### src/rtl/fir_pkg.sv
// Shared constants and round/shift/saturate helpers for the FIR output stage.
// The helpers work on 64-bit signed values so any ACC_W up to 63 fits without wrap.
package fir_pkg;

    localparam int WIDTH_DEF = 16;
    localparam int SHIFT_DEF = 15;
    localparam int ACC_W_DEF = 2 * WIDTH_DEF + 6;

    function automatic longint SAT_MAX(input int width);
        return (64'sd1 <<< (width - 1)) - 64'sd1;
    endfunction

    function automatic longint SAT_MIN(input int width);
        return -(64'sd1 <<< (width - 1));
    endfunction

    // Round half toward +infinity, then arithmetic shift right.
    function automatic longint round_shift(input longint acc, input int shift);
        if (shift == 0) begin
            return acc;
        end
        return (acc + (64'sd1 <<< (shift - 1))) >>> shift;
    endfunction

    function automatic longint round_sat(input longint acc, input int width, input int shift);
        longint r;
        r = round_shift(acc, shift);
        if (r > SAT_MAX(width)) begin
            return SAT_MAX(width);
        end
        if (r < SAT_MIN(width)) begin
            return SAT_MIN(width);
        end
        return r;
    endfunction

endpackage

### src/rtl/sync_fifo_fwft.sv
// First-word-fall-through circular FIFO; head word is always visible on rd_data.
// Pointers carry one extra bit so full and empty are distinguishable.
module sync_fifo_fwft #(
    parameter int WIDTH = 16,
    parameter int DEPTH = 4
) (
    input  logic                     clk,
    input  logic                     rst_n,
    input  logic                     push,
    input  logic [WIDTH-1:0]         push_data,
    input  logic                     pop,
    output logic [WIDTH-1:0]         rd_data,
    output logic                     rd_valid,
    output logic [$clog2(DEPTH):0]   level
);

    localparam int AW = $clog2(DEPTH);

    logic [AW:0]       wr_ptr_q, wr_ptr_d;
    logic [AW:0]       rd_ptr_q, rd_ptr_d;
    logic [WIDTH-1:0]  mem_q [DEPTH];
    logic [WIDTH-1:0]  mem_d [DEPTH];

    assign level    = wr_ptr_q - rd_ptr_q;
    assign rd_valid = (level != '0);
    assign rd_data  = mem_q[rd_ptr_q[AW-1:0]];

    always_comb begin
        mem_d    = mem_q;
        wr_ptr_d = wr_ptr_q;
        rd_ptr_d = rd_ptr_q;
        if (push) begin
            mem_d[wr_ptr_q[AW-1:0]] = push_data;
            wr_ptr_d = wr_ptr_q + (AW+1)'(1);
        end
        // Pop on empty is silently ignored.
        if (pop && rd_valid) begin
            rd_ptr_d = rd_ptr_q + (AW+1)'(1);
        end
    end

    always_ff @(posedge clk or negedge rst_n) begin
        if (!rst_n) begin
            wr_ptr_q <= '0;
            rd_ptr_q <= '0;
            for (int i = 0; i < DEPTH; i++) begin
                mem_q[i] <= '0;
            end
        end else begin
            wr_ptr_q <= wr_ptr_d;
            rd_ptr_q <= rd_ptr_d;
            mem_q    <= mem_d;
        end
    end

endmodule

### src/rtl/fir_output_stage.sv
// FIR result consumer: round, shift and saturate the accumulator, stage it for one
// cycle, then buffer it in a FWFT FIFO with sticky saturation and drop reporting.
module fir_output_stage
    import fir_pkg::*;
#(
    parameter int WIDTH = WIDTH_DEF,
    parameter int ACC_W = 2 * WIDTH + 6,
    parameter int SHIFT = SHIFT_DEF,
    parameter int DEPTH = 4
) (
    input  logic                     clk,
    input  logic                     rst_n,
    input  logic                     in_valid,
    input  logic [ACC_W-1:0]         in_acc,
    output logic                     in_ready,
    output logic [WIDTH-1:0]         out_data,
    output logic                     out_valid,
    input  logic                     out_ready,
    input  logic                     clr_flags,
    output logic                     sat_flag,
    output logic [7:0]               drop_cnt,
    output logic [$clog2(DEPTH):0]   level
);

    localparam int LW = $clog2(DEPTH) + 1;

    longint            acc_ext;
    longint            rounded;
    longint            clipped;
    logic [WIDTH-1:0]  sat_val;
    logic              sat_hit;
    logic              accept;
    logic              drop;
    logic [LW:0]       occupancy;

    logic              stage_valid_q, stage_valid_d;
    logic [WIDTH-1:0]  stage_data_q, stage_data_d;
    logic              sat_flag_q, sat_flag_d;
    logic [7:0]        drop_cnt_q, drop_cnt_d;

    always_comb begin
        acc_ext = {{(64-ACC_W){in_acc[ACC_W-1]}}, in_acc};
        rounded = round_shift(acc_ext, SHIFT);
        clipped = round_sat(acc_ext, WIDTH, SHIFT);
        sat_val = clipped[WIDTH-1:0];
        sat_hit = (rounded != clipped);
    end

    // The stage entry counts against capacity so it can always drain next cycle.
    assign occupancy = {1'b0, level} + {{LW{1'b0}}, stage_valid_q};
    assign in_ready  = (occupancy < (LW+1)'(DEPTH));
    assign accept    = in_valid && in_ready;
    assign drop      = in_valid && !in_ready;

    always_comb begin
        stage_valid_d = accept;
        stage_data_d  = stage_data_q;
        sat_flag_d    = sat_flag_q;
        drop_cnt_d    = drop_cnt_q;

        if (accept) begin
            stage_data_d = sat_val;
        end

        // Events win over a same-cycle clear.
        if (accept && sat_hit) begin
            sat_flag_d = 1'b1;
        end else if (clr_flags) begin
            sat_flag_d = 1'b0;
        end

        if (drop) begin
            if (clr_flags) begin
                drop_cnt_d = 8'd1;
            end else if (drop_cnt_q != 8'hff) begin
                drop_cnt_d = drop_cnt_q + 8'd1;
            end
        end else if (clr_flags) begin
            drop_cnt_d = 8'd0;
        end
    end

    always_ff @(posedge clk or negedge rst_n) begin
        if (!rst_n) begin
            stage_valid_q <= 1'b0;
            stage_data_q  <= '0;
            sat_flag_q    <= 1'b0;
            drop_cnt_q    <= 8'd0;
        end else begin
            stage_valid_q <= stage_valid_d;
            stage_data_q  <= stage_data_d;
            sat_flag_q    <= sat_flag_d;
            drop_cnt_q    <= drop_cnt_d;
        end
    end

    assign sat_flag = sat_flag_q;
    assign drop_cnt = drop_cnt_q;

    sync_fifo_fwft #(
        .WIDTH (WIDTH),
        .DEPTH (DEPTH)
    ) u_fifo (
        .clk       (clk),
        .rst_n     (rst_n),
        .push      (stage_valid_q),
        .push_data (stage_data_q),
        .pop       (out_ready),
        .rd_data   (out_data),
        .rd_valid  (out_valid),
        .level     (level)
    );

endmodule
### config.mk
export PLATFORM = sky130hd
export DESIGN_NAME = fir_output_stage
export DESIGN_NICKNAME = d
export VERILOG_FILES = /design/src/rtl/fir_pkg.sv /design/src/rtl/sync_fifo_fwft.sv /design/src/rtl/fir_output_stage.sv
export SDC_FILE = /design/constraint.sdc
export NUM_CORES = 1
export LEC_CHECK = 0
export ABC_AREA = 0
export BUFFER_PORTS_ARGS = -buffer_cell sky130_fd_sc_hd__clkbuf_2
export CORE_MARGIN = 4
export CORE_UTILIZATION = 45
export CTS_CLUSTER_SIZE = 10
export DETAILED_ROUTE_END_ITERATION = 8
export GPL_ROUTABILITY_DRIVEN = 0
export PLACE_DENSITY = 0.65
export SLEW_MARGIN = 30
export SYNTH_ARGS = -nofsm -noshare
export SYNTH_HDL_FRONTEND = slang
export SYNTH_SLANG_ARGS = --single-unit
### constraint.sdc
create_clock -name clk -period 9.41 [get_ports clk]
set_input_delay 0.4705 -clock clk [delete_from_list [all_inputs] [get_ports clk]]
set_output_delay 0.4705 -clock clk [all_outputs]
set_load 0.01 [all_outputs]
==> results.md <==
- Status: finished clean
- Chip height: 112.4 um
- Clock Sinks: 96
- Resized Gates After CTS: 0
- Total grt overflow: 0
- Minimum clock period after layout: 3.486 ns
- Vias in the first global route: 3318
- N_diodes: 0
- Residual DRC: 0
- Slowest CP cell: or4_4
- Routed WL per cell: 16.37 um
- TritonCTS Buffers: 9
- Top cells by area, synth: dfrtp_1 49%, mux2_2 14%, mux4_2 7.4%, o22a_1 2.7%, xor2_1 2.5%
- Clock Root Buffer: clkbuf_8
- Row cnt: 37
- Synth top area share: 49.02%
- Leading area contributor after synthesis: dfrtp_1
- Final Non-Filler Cells: 593
- Crit end category: flip-flop
- Final Cycle Share: 37.05%
- Postcts setup bufs: 0
- Setup slack, reg-to-reg: 6.02 ns
- Placed Cells: 577
- Die width: 112.4 um
- Final HPWL from detailed placement: 6.925 mm
- Layout cells sized above 1: 36.54%
- Final hold vios: 0
- Critical path's most frequent cell: ha_1
- CTS tree: yes
- Worst path required time: 9.66 ns
- H-tree depth: 3
- Startpoint Class: primary input
- Cell leakage power: 2.306 nW
- Fillers: 983
- Slowest stage delay, CP: 0.56 ns
- Slew Limit Fails: 0
- Min-Delay Path Class: primary input to async pin
- Register Area: 2402 um^2
- Cells after synthesis: 395
- Tot GR Track Use: 16.22%
- Peak VDD IR: 0.0001183 V
- Max Freq: 0.2869 GHz
- YS warnings: 0
- P&R area growth vs syn: 12.48%
- Seq/Total Area, Yosys: 49.02%
- Post-DR vias/cell: 5.565
- First-pass DRT Iterations: 4
- Final net count: 505
- Synth cell count leaders: 96 x dfrtp_1, 62 x mux2_2, 27 x nor2_1
- Vias: 3300
- Syn nets: 448
- Seq cells post-synth: 96
- Worst rel slew slack: 40.22%
- Crit path kind: primary input to flip-flop
- Worst-Margin Slew: 0.8967 ns
- Clock Tree Buf Depth: 2
- CTS clock-pin slew for the worst setup and hold paths: 0.09 ns
- Multi-input logic area: 2377 um^2
- Starting DRT DRC Count: 85
- Core Region: 10460 um^2
- Number of port buffers: 58
- Largest net degree at the start of global routing: 72
- Count leader, synth: dfrtp_1
- Yosys cell types: 55
- Detailed Route WL: 9.706 mm
- Post-Syn Area: 4901 um^2
- Hold_buf cts: 0
- Io pins: 73
- # setup viols final: 0
- Antenna-violating nets left: 0
- Wire length of the first global-routing pass: 16.51 mm
- Initial Utilization: 46.84%
- Clock skew: 0.02129 ns
- Main synth FF type: dfrtp_1
- Post-synth EDFFs: 0
- Syn Area/Cell: 12.41 um^2
- Critical path peak fanout: 17
- Post-Route Setup TNS: 0 ns
- Max_cap viols: 0
- Unrepaired setup endpoints after global routing: false
- Async set-or-reset flop fraction in the synthesized netlist: 100.0%
- Die area: 12620 um^2
- Pwr dens: 321.6 nW/um^2
- CP Cell Sequence: clkbuf_2, ha_1, nand3_2, or4_4, or4b_1, a21o_1, a2111o_1, ha_1, and3_2, o31a_1, a221o_1
- Number of antenna violations at the first check in global routing: 0
- Clk_lat worst skew: 0.37 ns
- WP data arrival: 3.74 ns
[layout make-up]
cell class,count,area share [%]
Sequential cell,96,43.58
Inverter,11,0.7490
Clock buffer,10,2.315
Timing Repair Buffer,62,5.924
Clock inverter,6,1.226
Multi-Input combinational cell,272,43.12
Tap cell,136,3.087
[through the flow]
step	setup slack [ns]	utilization, %	hold slack, ns	area, um^2	power [mW]
6_report	5.924	52.69	0.003513	5513	1.773
5_1_grt	5.730	52.69	0.02074	5513	1.903
3_5_place_dp	5.539	50.79	0.3994	5314	1.528
4_1_cts	5.939	52.65	0.00004435	5509	1.794
3_3_place_gp	5.569	50.79	0.3976	5314	1.490
2_1_floorplan	6.043	-	0.1749	4901	1.281
[cell usage in the layout, fill, tap and decap left out, drive strengths merged, types with 3 or more instances in the layout]
master | netlist | layout
a21oi | 4 | 4
and3 | 9 | 9
buf | 3 | 5
clkbuf | 12 | 67
dfrtp | 96 | 96
ha | 9 | 9
inv | 11 | 12
mux2 | 62 | 62
mux2i | 4 | 4
mux4 | 16 | 16
nand2 | 22 | 22
nand3 | 15 | 15
nand4 | 8 | 8
nor2 | 27 | 27
nor2b | 3 | 3
nor3 | 6 | 6
nor4 | 3 | 3
o21ai | 9 | 9
o22a | 15 | 15
xnor2 | 10 | 10
xor2 | 14 | 14
[path summary, 6_finish.rpt]
| path | start | to | cells after the start |
|---|---|---|---|
| min in group clk | out_ready | u_fifo.rd_ptr_q[2] | 3 |
| hold reg to reg | u_fifo.mem_q[63] | u_fifo.mem_q[63] | 2 |
| hold / removal | rst_n | u_fifo.mem_q[50] | 1 |
| setup reg to reg | u_fifo.rd_ptr_q[1] | stage_data_q[0] | 8 |
| max in group asynchronous | rst_n | u_fifo.mem_q[16] | 2 |
| setup / recovery | in_acc[15] | sat_flag | 11 |
[critical path: cells and delay by family]
kind            cells  cell delay (ns)
simple gates        4             1.48
fa+ha+maj           2             0.72
buf+inv             1             0.13
compound gates      4             0.95
[layer usage]
metal | vias to the layer above | track usage, % | routed length, um | share of wire (%)
met3 | 9 | 3.396 | 375 | 3.9
li1 | 1572 | - | - | -
met5 | - | 0 | 0 | 0
met2 | 66 | 25.67 | 4519 | 47
met1 | 1653 | 22.67 | 4696 | 48
met4 | 0 | 4.808 | 114 | 1.2
[kinds of logic after synthesis]
logic type               synth area share [%]
AO/OA/AOI/OAI                           7.327
XOR/XNOR                                4.289
adder cells (fa/ha/maj)                 2.706
buffers and inverters                   2.476
flip-flops                              49.02
multiplexers                            22.42
AND/OR/NAND/NOR                         11.77
[registers in the layout, summed over array words and instances (netlist names)]
name and flops:
stage_data_q 16, u_fifo.wr_ptr_q 3, stage_valid_q 1, drop_cnt 8, u_fifo.rd_ptr_q 3, sat_flag 1, u_fifo.mem_q 64
[where the power goes]
group	leakage, nW	internal, mW	switching [mW]
logic	1.11	0.415	0.345
clock network	0.0929	0.124	0.143
registers	1.10	0.603	0.144
(Power assumes the default switching activity.)
